$ cat src/rtl/freq_gen_pkg.sv
// -----------------------------------------------------------------------------
// freq_gen_pkg
// Shared constants and types for the programmable toggle-rate generator.
//   - Phase accumulator modulus and widths
//   - Digit range limit and clamp helper
//   - Seven-segment codes (active-high, bit 0 = segment a ... bit 6 = segment g),
//     identical to the ones used by the counter's seg7 encoder
//   - Generator state type
// -----------------------------------------------------------------------------
package freq_gen_pkg;

  localparam int MOD       = 20;
  localparam int DIGIT_MAX = 9;
  localparam int DIGIT_W   = 4;
  localparam int STEP_W    = 5;  // 2*9+1 = 19 fits in 5 bits
  localparam int ACC_W     = 5;  // accumulator range 0..19
  localparam int SUM_W     = 6;  // acc + step <= 19 + 19 = 38

  localparam logic [SUM_W-1:0] MOD_SUM = SUM_W'(MOD);

  // Seven-segment codes, {g,f,e,d,c,b,a}.
  localparam logic [6:0] SEG_0 = 7'h3F;
  localparam logic [6:0] SEG_1 = 7'h06;
  localparam logic [6:0] SEG_2 = 7'h5B;
  localparam logic [6:0] SEG_3 = 7'h4F;
  localparam logic [6:0] SEG_4 = 7'h66;
  localparam logic [6:0] SEG_5 = 7'h6D;
  localparam logic [6:0] SEG_6 = 7'h7D;
  localparam logic [6:0] SEG_7 = 7'h07;
  localparam logic [6:0] SEG_8 = 7'h7F;
  localparam logic [6:0] SEG_9 = 7'h6F;

  typedef enum logic [0:0] {
    IDLE = 1'b0,
    RUN  = 1'b1
  } state_e;

  // Out-of-range binary digits saturate at the top bin.
  function automatic logic [DIGIT_W-1:0] clamp_digit(input logic [DIGIT_W-1:0] d);
    return (d > DIGIT_W'(DIGIT_MAX)) ? DIGIT_W'(DIGIT_MAX) : d;
  endfunction

endpackage

$ cat src/rtl/freq_gen_seg7_decode.sv
// -----------------------------------------------------------------------------
// seg7_decode
// Combinational seven-segment to binary digit decoder. Only the ten exact
// codes of the shared encoder are accepted; anything else reports valid=0.
// Ports:
//   seg   in  7  active-high segments {g,f,e,d,c,b,a}
//   valid out 1  1 = seg matched one of the ten digit codes
//   digit out 4  decoded digit (0 when not valid)
// -----------------------------------------------------------------------------
module seg7_decode
  import freq_gen_pkg::*;
(
  input  logic [6:0]         seg,
  output logic               valid,
  output logic [DIGIT_W-1:0] digit
);

  // NOTE: every output gets a default before the case so no path leaves it
  // unassigned; otherwise synthesis would infer a latch.
  always_comb begin
    valid = 1'b1;
    digit = '0;
    case (seg)
      SEG_0:   digit = 4'd0;
      SEG_1:   digit = 4'd1;
      SEG_2:   digit = 4'd2;
      SEG_3:   digit = 4'd3;
      SEG_4:   digit = 4'd4;
      SEG_5:   digit = 4'd5;
      SEG_6:   digit = 4'd6;
      SEG_7:   digit = 4'd7;
      SEG_8:   digit = 4'd8;
      SEG_9:   digit = 4'd9;
      default: valid = 1'b0;
    endcase
  end

endmodule

$ cat src/rtl/freq_gen.sv
// -----------------------------------------------------------------------------
// freq_gen
// Programmable low-rate toggle source. A first-order phase accumulator adds
// step = 2*digit+1 each running cycle modulo 20 and toggles sig_o on every
// wrap, giving (2d+1)/20 toggles per cycle with evenly spaced edges. A settle
// counter flags when a downstream DEPTH-cycle averager has seen only the
// current rate.
//
// Build option: define FREQ_GEN_SEG_IN_EN to load the digit from a
// seven-segment pattern on seg_i instead of digit_i.
//
// Ports:
//   clk         in  1  clock
//   reset       in  1  synchronous, active-high reset
//   enable_i    in  1  1 = generate toggles, 0 = hold sig_o
//   load_i      in  1  single-cycle strobe, latches the new digit
//   digit_i     in  4  binary digit, values above 9 clamp to 9
//   seg_i       in  7  (FREQ_GEN_SEG_IN_EN only) segment pattern to load
//   sig_o       out 1  generated signal
//   digit_o     out 4  digit currently in effect
//   settled_o   out 1  DEPTH consecutive running cycles since last load/enable rise
//   bad_code_o  out 1  last loaded code was out of range or undecodable
// -----------------------------------------------------------------------------
module freq_gen
  import freq_gen_pkg::*;
#(
  parameter int DEPTH = 250
) (
  input  logic               clk,
  input  logic               reset,
  input  logic               enable_i,
  input  logic               load_i,
  input  logic [DIGIT_W-1:0] digit_i,
`ifdef FREQ_GEN_SEG_IN_EN
  input  logic [6:0]         seg_i,
`endif
  output logic               sig_o,
  output logic [DIGIT_W-1:0] digit_o,
  output logic               settled_o,
  output logic               bad_code_o
);

  localparam int                CNT_W   = $clog2(DEPTH + 1);
  localparam logic [CNT_W-1:0] DEPTH_C = CNT_W'(DEPTH);

  state_e             state;
  logic [ACC_W-1:0]   acc;
  logic [CNT_W-1:0]   settle_cnt;

  // ---------------------------------------------------------------------------
  // Load source selection: what a load strobe would write this cycle.
  // ---------------------------------------------------------------------------
  logic               load_ok;     // digit_o may be overwritten
  logic [DIGIT_W-1:0] load_digit;
  logic               load_bad;

`ifdef FREQ_GEN_SEG_IN_EN
  logic               seg_valid;
  logic [DIGIT_W-1:0] seg_digit;
  logic               unused_digit_in;

  seg7_decode u_seg7_decode (
    .seg   (seg_i),
    .valid (seg_valid),
    .digit (seg_digit)
  );

  // An undecodable pattern keeps the previous digit and only raises the flag.
  assign load_ok         = seg_valid;
  assign load_digit      = seg_digit;
  assign load_bad        = ~seg_valid;
  assign unused_digit_in = ^digit_i;
`else
  assign load_ok    = 1'b1;
  assign load_digit = clamp_digit(digit_i);
  assign load_bad   = (digit_i > DIGIT_W'(DIGIT_MAX));
`endif

  // ---------------------------------------------------------------------------
  // Phase accumulator datapath.
  // ---------------------------------------------------------------------------
  logic [STEP_W-1:0] step;
  logic [SUM_W-1:0]  sum;
  logic [SUM_W-1:0]  sum_wrapped;
  logic              wrap;
  logic [ACC_W-1:0]  acc_next;

  assign step        = {digit_o, 1'b1};                 // 2*digit + 1
  assign sum         = SUM_W'(acc) + SUM_W'(step);
  assign wrap        = (sum >= MOD_SUM);
  assign sum_wrapped = sum - MOD_SUM;
  // sum < 40, so either branch already lies in 0..19 and fits ACC_W bits.
  assign acc_next    = wrap ? sum_wrapped[ACC_W-1:0] : sum[ACC_W-1:0];

  // ---------------------------------------------------------------------------
  // Settle counter next value for a running cycle. The first running cycle
  // after IDLE restarts the window at 1; afterwards it saturates at DEPTH.
  // ---------------------------------------------------------------------------
  logic [CNT_W-1:0] cnt_next;

  always_comb begin
    cnt_next = settle_cnt;
    if (state == IDLE) begin
      cnt_next = CNT_W'(1);
    end else if (settle_cnt != DEPTH_C) begin
      cnt_next = settle_cnt + 1'b1;
    end
  end

  // ---------------------------------------------------------------------------
  // State. The state follows enable_i at the same edge where it is sampled,
  // so a cycle with enable_i=1 is already a running cycle.
  // ---------------------------------------------------------------------------
  // NOTE: registers use non-blocking assignments so every flop samples the
  // pre-edge values of the others, independent of statement order.
  // NOTE: reset is synchronous; only control and datapath flops exist here.
  always_ff @(posedge clk) begin
    if (reset) begin
      state      <= IDLE;
      acc        <= '0;
      sig_o      <= 1'b0;
      digit_o    <= '0;
      settle_cnt <= '0;
      settled_o  <= 1'b0;
      bad_code_o <= 1'b0;
    end else begin
      state <= enable_i ? RUN : IDLE;

      // The step in use here is the pre-load digit; acc is never cleared on
      // a load, so a rate change introduces no phase discontinuity.
      if (enable_i) begin
        acc <= acc_next;
        if (wrap) begin
          sig_o <= ~sig_o;
        end
      end

      if (load_i) begin
        settle_cnt <= '0;
        settled_o  <= 1'b0;
        bad_code_o <= load_bad;
        if (load_ok) begin
          digit_o <= load_digit;
        end
      end else if (enable_i) begin
        settle_cnt <= cnt_next;
        settled_o  <= (cnt_next == DEPTH_C);
      end else begin
        settle_cnt <= '0;
        settled_o  <= 1'b0;
      end
    end
  end

endmodule

$ cat config.mk
export PLATFORM = sky130hd
export DESIGN_NAME = freq_gen
export DESIGN_NICKNAME = d
export VERILOG_FILES = /design/src/rtl/freq_gen_pkg.sv /design/src/rtl/freq_gen_seg7_decode.sv /design/src/rtl/freq_gen.sv
export SDC_FILE = /design/constraint.sdc
export NUM_CORES = 1
export LEC_CHECK = 0
export CAP_MARGIN = 30
export CELL_PAD_IN_SITES_DETAIL_PLACEMENT = 0
export CELL_PAD_IN_SITES_GLOBAL_PLACEMENT = 1
export CORE_ASPECT_RATIO = 1.75
export CORE_MARGIN = 3
export CORE_UTILIZATION = 25
export CTS_CLUSTER_SIZE = 20
export DETAILED_ROUTE_END_ITERATION = 10
export PLACE_DENSITY_LB_ADDON = 0.25
export SYNTH_ARGS = -nofsm -noshare
export SYNTH_HDL_FRONTEND = slang
export SYNTH_SLANG_ARGS = --single-unit
export TNS_END_PERCENT = 50
$ cat constraint.sdc
create_clock -name clk -period 2.9 [get_ports clk]
set_input_delay 0.29 -clock clk [delete_from_list [all_inputs] [get_ports clk]]
set_output_delay 0.29 -clock clk [all_outputs]
set_load 0.005 [all_outputs]
==> results.toml <==
[floorplanning]
num_rows = 32
initial_core_util_pct = 26.24
io_pins = 15
die_area_um2 = 5552
core_um2 = 4444
die_w_um = 57.63
die_h_um = 96.35

[synth]
syn_area_per_cell_um2 = 9.040
yosys_register_bits = 21
synthSimpleGateAreaFrac_pct = 23.50
ys_async_sr_fraction_pct = 0
yosys_most_used_dff = "dfxtp_1"
synth_top_family_by_area = "simple AND/OR/NAND/NOR gates"
postSynthCellCount = 129
synth_mux_area_share_pct = 1.717
synth_fa_ha_area_share_pct = 11.37
syn_nets = 147
synth.distinct_cells = 38
yosysWarnings = 0
synth_edf_count = 0
ys_seq_area_share_pct = 36.05
netlist_area_um2 = 1166
synth-xor-area-share_pct = 7.511
synth-compound-area-share_pct = 16.52

[global_route]
grt_use_total_pct = 10.20
grt_max_degree = 13
antenna_found_initial = 0
grt_pass1_wl_mm = 4.326
grt.overflow.total = 0
grt_pass1_vias = 981

[setup_path]
startpoint = "digit_o[0]"
startpoint_type = "register"
path_class = "reg2reg"
cp_max_fo = 6
cp.arrival_ps = 2710
cp-end-kind = "register"
reg2reg_from = "digit_o[0]"
required_ps = 3080
rrSetupSlack_ps = 370
rr_worst_depth = 9
r2r_end = "acc[2]"

[hold_path]
hold_depth = 1
holdPathEnd = "settle_cnt[0]"
hold_path.class = "reg2reg"
min_from = "state"

[sta]
worst_pin_slew_ps = 410.0
period_needed_ps = 2533
drv_slew = 0
fin_skew_ps = 2.203
relSlewSlack_pct = 72.42
rsz0062_at_grt = "no"
period_share_pct = 87.35
finalHoldViolCount = 0
whs_ps = 482.8
max_freq_ghz = 0.3948
final.setup.tns_ps = 0
finalSetupViolCount = 0

[detailed_routing]
dr.pass1.iters = 4
wl_per_cell_um = 12.84
vias_per_cell = 4.787
antenna_left = 0
route.detailed.drc = 0
drtIter0Drc = 14
wl_mm = 2.530
vias = 943

[finish]
final_cell_area_um2 = 1426
final_nets = 165
layout.cells.non_filler = 197
final_cell_mix = "23 x nor2_1, 21 x dfxtp_1, 14 x clkdlybuf4s50_1, 9 x ha_1, 8 x nand2_1"
syn2layout_area_growth_pct = 22.32
drive_gt1_share_pct = 11.64
layout_commonest_cell = "nor2_1"
n_antenna_cell = 0

[power_and_ir_drop]
p_per_area_nw_per_um2 = 484.6
power.total_uw = 691.2
ir_drop_mv = 0.2322
p_leak_nw = 0.5243

[clocking]
insertion_delay_ps = 260
root_buffer = "clkbuf_8"
cts_sinks = 21
clk_pin_slew_ps = 80
htree_levels = 1
cts_buffer_depth = 2
holdBufCountCts = 0
postCtsSetupRepairBufs = 0
numCtsBuffers = 3
cts_tree = "yes"

[placed_design]
routabilityCongestion = 0.7856
dp.cells = 193
portBuffers = 14
hpwlAfterDp_mm = 2.022
place_area_um2 = 1373

[job]
cap_viol_max_count = 0

[run_status]
status = "complete, no violations"
## power breakdown
part	leakage (nW)	switching, mW	internal (mW)
sequential	0.172	0.0128	0.305
clock	0.0255	0.100	0.0958
combinational	0.327	0.0934	0.0843
total	0.524	0.206	0.485
## critical path, cell delays in order, from the launching register on
cell and delay [ps]:
dfxtp_1 340, ha_1 320, a211oi_2 280, nor2_1 100
xnor2_1 250, ha_1 250, nand2_1 130, a211oi_2 440
o21ai_2 120, a311oi_2 230
## registers in the layout (all words and copies together) (netlist names)
register	cells
acc	5
bad_code_o	1
digit_o	4
settle_cnt	8
settled_o	1
sig_o	1
state	1
## per-stage QoR
| step | util (%) | setup WS, ps |
|---|---|---|
| after global placement | 30.88 | 337.6 |
| final | 32.09 | 366.8 |
| after floorplan | - | 516.1 |
| after global routing | 32.09 | 120.2 |
| after CTS | 31.93 | 250.5 |
| after detailed placement | 30.88 | 277.0 |
## cell families after synthesis
logic type               after synthesis
AND/OR/NAND/NOR                       54
AO/OA/AOI/OAI                         22
flip-flops                            21
XOR/XNOR                              10
buffers and inverters                 10
adder cells (fa/ha/maj)               10
multiplexers                           2
## routing by layer
metal | share of wire, % | track usage [%] | routed length, um
met5 | 0 | 0 | 0
met4 | 3.2 | 5.996 | 80
met3 | 2.6 | 2.013 | 67
met1 | 40 | 10.28 | 1015
met2 | 54 | 18.87 | 1367
## cell usage after synthesis, types with 2 or more instances
master / number / area (um^2)
a211oi_1: 2 / 15.01
a211oi_2: 2 / 25.02
a21oi_1: 4 / 20.02
clkbuf_1: 2 / 7.510
dfxtp_1: 21 / 420.4
ha_1: 9 / 112.6
inv_1: 7 / 26.28
mux2i_1: 2 / 20.02
nand2_1: 8 / 30.03
nand2b_1: 2 / 12.51
nand3_1: 5 / 25.02
nor2_1: 23 / 86.33
nor2b_1: 4 / 25.02
nor4_1: 2 / 12.51
o21ai_0: 2 / 10.01
o21ai_1: 2 / 10.01
o21ai_2: 2 / 17.52
or4_1: 2 / 15.01
xnor2_1: 7 / 61.31
xor2_1: 3 / 26.28
## timing repair
action | 4_1_cts | 5_1_grt
endpoints found under the setup margin | 0 | 1
hold endpoints to repair | 0 | 0
gates resized for setup | 0 | 1
## how the worst max path moves through the flow
stage	cells after the start	endpoint	slack, ps
3_3_place_gp	9	acc[2]	340
2_1_floorplan	9	acc[2]	520
4_1_cts	9	acc[2]	250
5_1_grt	9	acc[2]	120
6_report	9	acc[2]	370
3_5_place_dp	9	acc[2]	280
## cell type report
type | count | area, um^2
flip-flops and latches | 21 | 420.4
fillers | 477 | 3018
clock buffers | 3 | 41.29
clock inverters | 1 | 5.005
inverters | 7 | 26.28
repair buffers | 16 | 155.1
multi-input cells | 98 | 714.4
well taps | 51 | 63.81
Note: power is estimated with default switching activity, not from simulation.
